===== config.mk =====
export PLATFORM = sky130hd
export DESIGN_NAME = id_ex_stage_reg
export DESIGN_NICKNAME = d
export VERILOG_FILES = /design/src/rtl/id_ex_stage_reg.sv
export SDC_FILE = /design/constraint.sdc
export NUM_CORES = 1
export LEC_CHECK = 0
export BUFFER_PORTS_ARGS = -buffer_cell sky130_fd_sc_hd__buf_4
export CORE_ASPECT_RATIO = 1.25
export CORE_MARGIN = 2
export CORE_UTILIZATION = 46
export CTS_CLUSTER_SIZE = 25
export DETAILED_ROUTE_END_ITERATION = 8
export PLACE_DENSITY = 0.8
export SLEW_MARGIN = 15
export SYNTH_ARGS = -nofsm -noshare
export SYNTH_HDL_FRONTEND = slang
export SYNTH_SLANG_ARGS = --single-unit
export TNS_END_PERCENT = 20

===== constraint.sdc =====
create_clock -name clk -period 3.1 [get_ports clk]
set_input_delay 0.465 -clock clk [delete_from_list [all_inputs] [get_ports clk]]
set_output_delay 0.465 -clock clk [all_outputs]
set_load 0.02 [all_outputs]

===== src/rtl/id_ex_stage_reg.sv =====
// ID/EX pipeline register: captures the decoded bundle at the end of ID, with stall (hold) and flush (bubble).
// Optional feature: define IDEX_PERF_CNT_EN to add saturating bubble/stall counters.
module id_ex_stage_reg #(
  parameter int DATA_W     = 16,
  parameter int REG_ADDR_W = 4,
  parameter int ALU_OP_W   = 4,
  parameter int WB_SEL_W   = 2
) (
  input  logic                  clk,
  input  logic                  rst,
  input  logic                  stall,
  input  logic                  flush,
  input  logic                  id_valid,
  input  logic [DATA_W-1:0]     id_pc,
  input  logic [DATA_W-1:0]     id_rdata_a,
  input  logic [DATA_W-1:0]     id_rdata_b,
  input  logic [DATA_W-1:0]     id_im,
  input  logic [REG_ADDR_W-1:0] id_rs_addr,
  input  logic [REG_ADDR_W-1:0] id_rt_addr,
  input  logic [REG_ADDR_W-1:0] id_rd_addr,
  input  logic [ALU_OP_W-1:0]   id_alu_op,
  input  logic                  id_alu_src_b,
  input  logic                  id_mem_rd,
  input  logic                  id_mem_wr,
  input  logic                  id_reg_we,
  input  logic [WB_SEL_W-1:0]   id_wb_sel,
  output logic                  ex_valid,
  output logic [DATA_W-1:0]     ex_pc,
  output logic [DATA_W-1:0]     ex_rdata_a,
  output logic [DATA_W-1:0]     ex_rdata_b,
  output logic [DATA_W-1:0]     ex_im,
  output logic [REG_ADDR_W-1:0] ex_rs_addr,
  output logic [REG_ADDR_W-1:0] ex_rt_addr,
  output logic [REG_ADDR_W-1:0] ex_rd_addr,
  output logic [ALU_OP_W-1:0]   ex_alu_op,
  output logic                  ex_alu_src_b,
  output logic                  ex_mem_rd,
  output logic                  ex_mem_wr,
  output logic                  ex_reg_we,
  output logic [WB_SEL_W-1:0]   ex_wb_sel
`ifdef IDEX_PERF_CNT_EN
  ,
  output logic [15:0]           ex_bubble_cnt,
  output logic [15:0]           ex_stall_cnt
`endif
);

  typedef struct packed {
    logic                  valid;
    logic [DATA_W-1:0]     pc;
    logic [DATA_W-1:0]     rdata_a;
    logic [DATA_W-1:0]     rdata_b;
    logic [DATA_W-1:0]     im;
    logic [REG_ADDR_W-1:0] rs_addr;
    logic [REG_ADDR_W-1:0] rt_addr;
    logic [REG_ADDR_W-1:0] rd_addr;
    logic [ALU_OP_W-1:0]   alu_op;
    logic                  alu_src_b;
    logic                  mem_rd;
    logic                  mem_wr;
    logic                  reg_we;
    logic [WB_SEL_W-1:0]   wb_sel;
  } bundle_t;

  bundle_t id_next;
  bundle_t ex_q;

  // NOTE: every field gets its value before any conditional override, so no latch can be inferred.
  always_comb begin
    id_next = '{valid:     id_valid,
                pc:        id_pc,
                rdata_a:   id_rdata_a,
                rdata_b:   id_rdata_b,
                im:        id_im,
                rs_addr:   id_rs_addr,
                rt_addr:   id_rt_addr,
                rd_addr:   id_rd_addr,
                alu_op:    id_alu_op,
                alu_src_b: id_alu_src_b,
                mem_rd:    id_mem_rd,
                mem_wr:    id_mem_wr,
                reg_we:    id_reg_we,
                wb_sel:    id_wb_sel};
    // A slot without a real instruction must never write architectural state.
    if (!id_valid) begin
      id_next.mem_rd = 1'b0;
      id_next.mem_wr = 1'b0;
      id_next.reg_we = 1'b0;
    end
  end

  // NOTE: sequential state uses non-blocking assignments so every flop samples pre-edge values.
  always_ff @(posedge clk or posedge rst) begin
    if (rst) begin
      ex_q <= '0;
    end else if (flush) begin
      ex_q <= '0;
    end else if (!stall) begin
      ex_q <= id_next;
    end
  end

  assign ex_valid     = ex_q.valid;
  assign ex_pc        = ex_q.pc;
  assign ex_rdata_a   = ex_q.rdata_a;
  assign ex_rdata_b   = ex_q.rdata_b;
  assign ex_im        = ex_q.im;
  assign ex_rs_addr   = ex_q.rs_addr;
  assign ex_rt_addr   = ex_q.rt_addr;
  assign ex_rd_addr   = ex_q.rd_addr;
  assign ex_alu_op    = ex_q.alu_op;
  assign ex_alu_src_b = ex_q.alu_src_b;
  assign ex_mem_rd    = ex_q.mem_rd;
  assign ex_mem_wr    = ex_q.mem_wr;
  assign ex_reg_we    = ex_q.reg_we;
  assign ex_wb_sel    = ex_q.wb_sel;

`ifdef IDEX_PERF_CNT_EN
  logic [15:0] bubble_cnt_q;
  logic [15:0] stall_cnt_q;

  // Counters saturate rather than wrap so a long run never reports a small value.
  always_ff @(posedge clk or posedge rst) begin
    if (rst) begin
      bubble_cnt_q <= '0;
      stall_cnt_q  <= '0;
    end else if (flush) begin
      if (bubble_cnt_q != 16'hFFFF) bubble_cnt_q <= bubble_cnt_q + 16'd1;
    end else if (stall) begin
      if (stall_cnt_q != 16'hFFFF) stall_cnt_q <= stall_cnt_q + 16'd1;
    end
  end

  assign ex_bubble_cnt = bubble_cnt_q;
  assign ex_stall_cnt  = stall_cnt_q;
`endif

endmodule

==> reports/qor.yml <==
outcome:
  outcome: "finished, final reports clean"
yosys:
  yosys-top-cells-area: "dfrtp_1 (61%), mux2i_1 (24%), nor2_1 (8.8%), buf_8 (2.9%), buf_2 (0.70%)"
  synth_top_area_frac: 0.6086
  syn_area_sq_mm: 0.003577
  syn_avg_cell_area_sq_um: 12.55
  synth_warnings: 0
  syn_inst: 285
  syn-num-nets: 376
  ys_ff_latch: 87
  synth.largest_area_cell: "dfrtp_1"
  synth.distinct_cells: 12
  yosysSeqAreaShare: 0.6086
finish:
  n_antenna_cell: 0
  nFillCells: 575
  drive_above_1_share: 0.4227
  final_cell_mix: "buf_4 (178), dfrtp_1 (87), mux2i_1 (84), nor2_1 (84), clkbuf_8 (9)"
  syn2layout_area_growth_pct: 41.97
  finish.instance_area_sq_mm: 0.005079
  instances_no_fill: 551
  fin_nets: 547
  final_common_cell: "buf_4"
route:
  wire_per_inst_um: 15.45
  drc: 0
  dr.pass1.iters: 4
  routed_wl_mm: 8.513
  via_per_inst: 4.976
  drtIter0Drc: 171
  postRouteAntennaNets: 0
  dr_total_vias: 2742
power:
  totalPowerFinal_mw: 2.498
  ir_drop_mv: 0.3571
  p_leak_nw: 2.832
  p_per_area_mw_per_mm2: 491.8
clocking:
  ctsResizeCount: 0
  cts.sinks: 87
  htree_levels: 3
  cts_tree: "built"
  cts-root-buf: "clkbuf_8"
  cts_max_path_buffers: 2
  clk_pin_slew_ns: 0.07
  holdBufCountCts: 0
  clk_latency_ns: 0.33
  cts_inserted_buffers: 9
  postCtsSetupBuffers: 0
floorplanning:
  start_util: 0.4805
  dieWidth_um: 82.88
  dieArea_sq_mm: 0.008503
  coreArea_sq_mm: 0.007445
  io-pin-count: 178
  rows: 35
  fp.dieH_um: 102.6
critical_path:
  worstSetupStartpointType: "primary input"
  r2r_start: "ex_pc[7]"
  r2r_cells: 2
  cp_max_fo: 40
  crit_required_ns: 3.28
  setup.worst_path.start: "stall"
  r2r_slack_ns: 2.30
  crit_type: "in -> reg"
  arrival_ns: 1.69
  end_kind: "flip-flop"
  r2r-end: "ex_pc[7]"
global_route:
  grt_pass1_wl_mm: 13.54
  grt_max_degree: 88
  antenna_found_initial: 0
  grt_overflow: 0
  grt_pass1_vias: 2809
  track_usage: 0.1998
sta:
  min_period_ns: 1.510
  fin_crit_sh: 0.4872
  finClkSkew_ns: 0
  maxSlewViolCount: 0
  tightestPinTransition_ns: 0.8796
  fmax_ghz: 0.6621
  setup_tns_ns: 0
  rsz0062_at_grt: "false"
  setup_viol: 0
  holdWs_ns: 0.2308
  hold_viol: 0
  max_slew_margin: 0.4136
place:
  portBuffers: 177
  dp.cells: 537
  place_area_sq_mm: 0.004878
  gp_congestion: 0.7763
  dp_hpwl_mm: 6.094
job:
  cap_violations: 0
min_path:
  hold_path_class: "in -> async"
==> worst max-delay path by stage <==
stage                    end  slack [ns]
2_1_floorplan   ex_alu_op[0]        0.38
3_3_place_gp   ex_rdata_b[9]        1.29
3_5_place_dp   ex_rdata_b[7]        1.25
4_1_cts        ex_rdata_a[0]        1.62
5_1_grt        ex_rdata_a[5]        1.51
6_report       ex_rdata_a[0]        1.59
==> flip-flops by register name (all words and copies together) (netlist names) <==
name          cells
ex_rs_addr        4
ex_rdata_b       16
ex_pc            16
ex_reg_we         1
ex_im            16
ex_mem_wr         1
ex_alu_op         4
ex_alu_src_b      1
ex_wb_sel         2
ex_rdata_a       16
ex_valid          1
ex_rd_addr        4
ex_mem_rd         1
ex_rt_addr        4
==> metrics by stage <==
step                      setup slack (ns)    util
final                                1.590  0.6822
after global routing                 1.513  0.6822
after CTS                            1.623  0.6822
after detailed placement             1.248  0.6553
after global placement               1.293  0.6553
after floorplan                     0.3848       -
==> synthesized netlist by cell type (all sizes together) <==
master  instances
dfrtp          87
mux2i          84
nor2           84
buf            15
clkbuf          5
a21oi           3
nand2           3
nand3b          3
inv             1
==> power breakdown <==
part | leakage (nW) | switching, mW | internal [mW]
logic | 1.58 | 0.231 | 0.220
registers | 1.16 | 0.0364 | 1.20
clock network | 0.0982 | 0.369 | 0.444
total | 2.83 | 0.636 | 1.86
==> per-layer routing <==
metal	vias to the layer above	wire [um]	GRT usage
li1	1283	-	-
met1	1329	3386	0.2471
met2	110	4350	0.3350
met3	20	541	0.04644
met4	0	234	0.09836
met5	-	0	0
==> area by class of cell <==
class	instances	area [sq um]	area share
well taps	92	115.1	0.02267
flip-flops and latches	87	2177	0.4287
repair buffers	180	1376	0.2710
inverters	1	5.005	0.0009855
clock buffers	10	127.6	0.02513
clock inverters	4	72.57	0.01429
multi-input cells	177	1205	0.2373
==> cells by family after synthesis <==
logic type,share of synthesized area
mux,0.2350
flops,0.6086
compound gates,0.004196
simple gates,0.09759
buf+inv,0.05456
==> critical path, cell delays in order <==
cell     delay, ns
buf_4         0.54
buf_4         0.38
mux2i_1       0.23
nor2_1        0.06
Note: power is estimated with default switching activity, not from simulation.
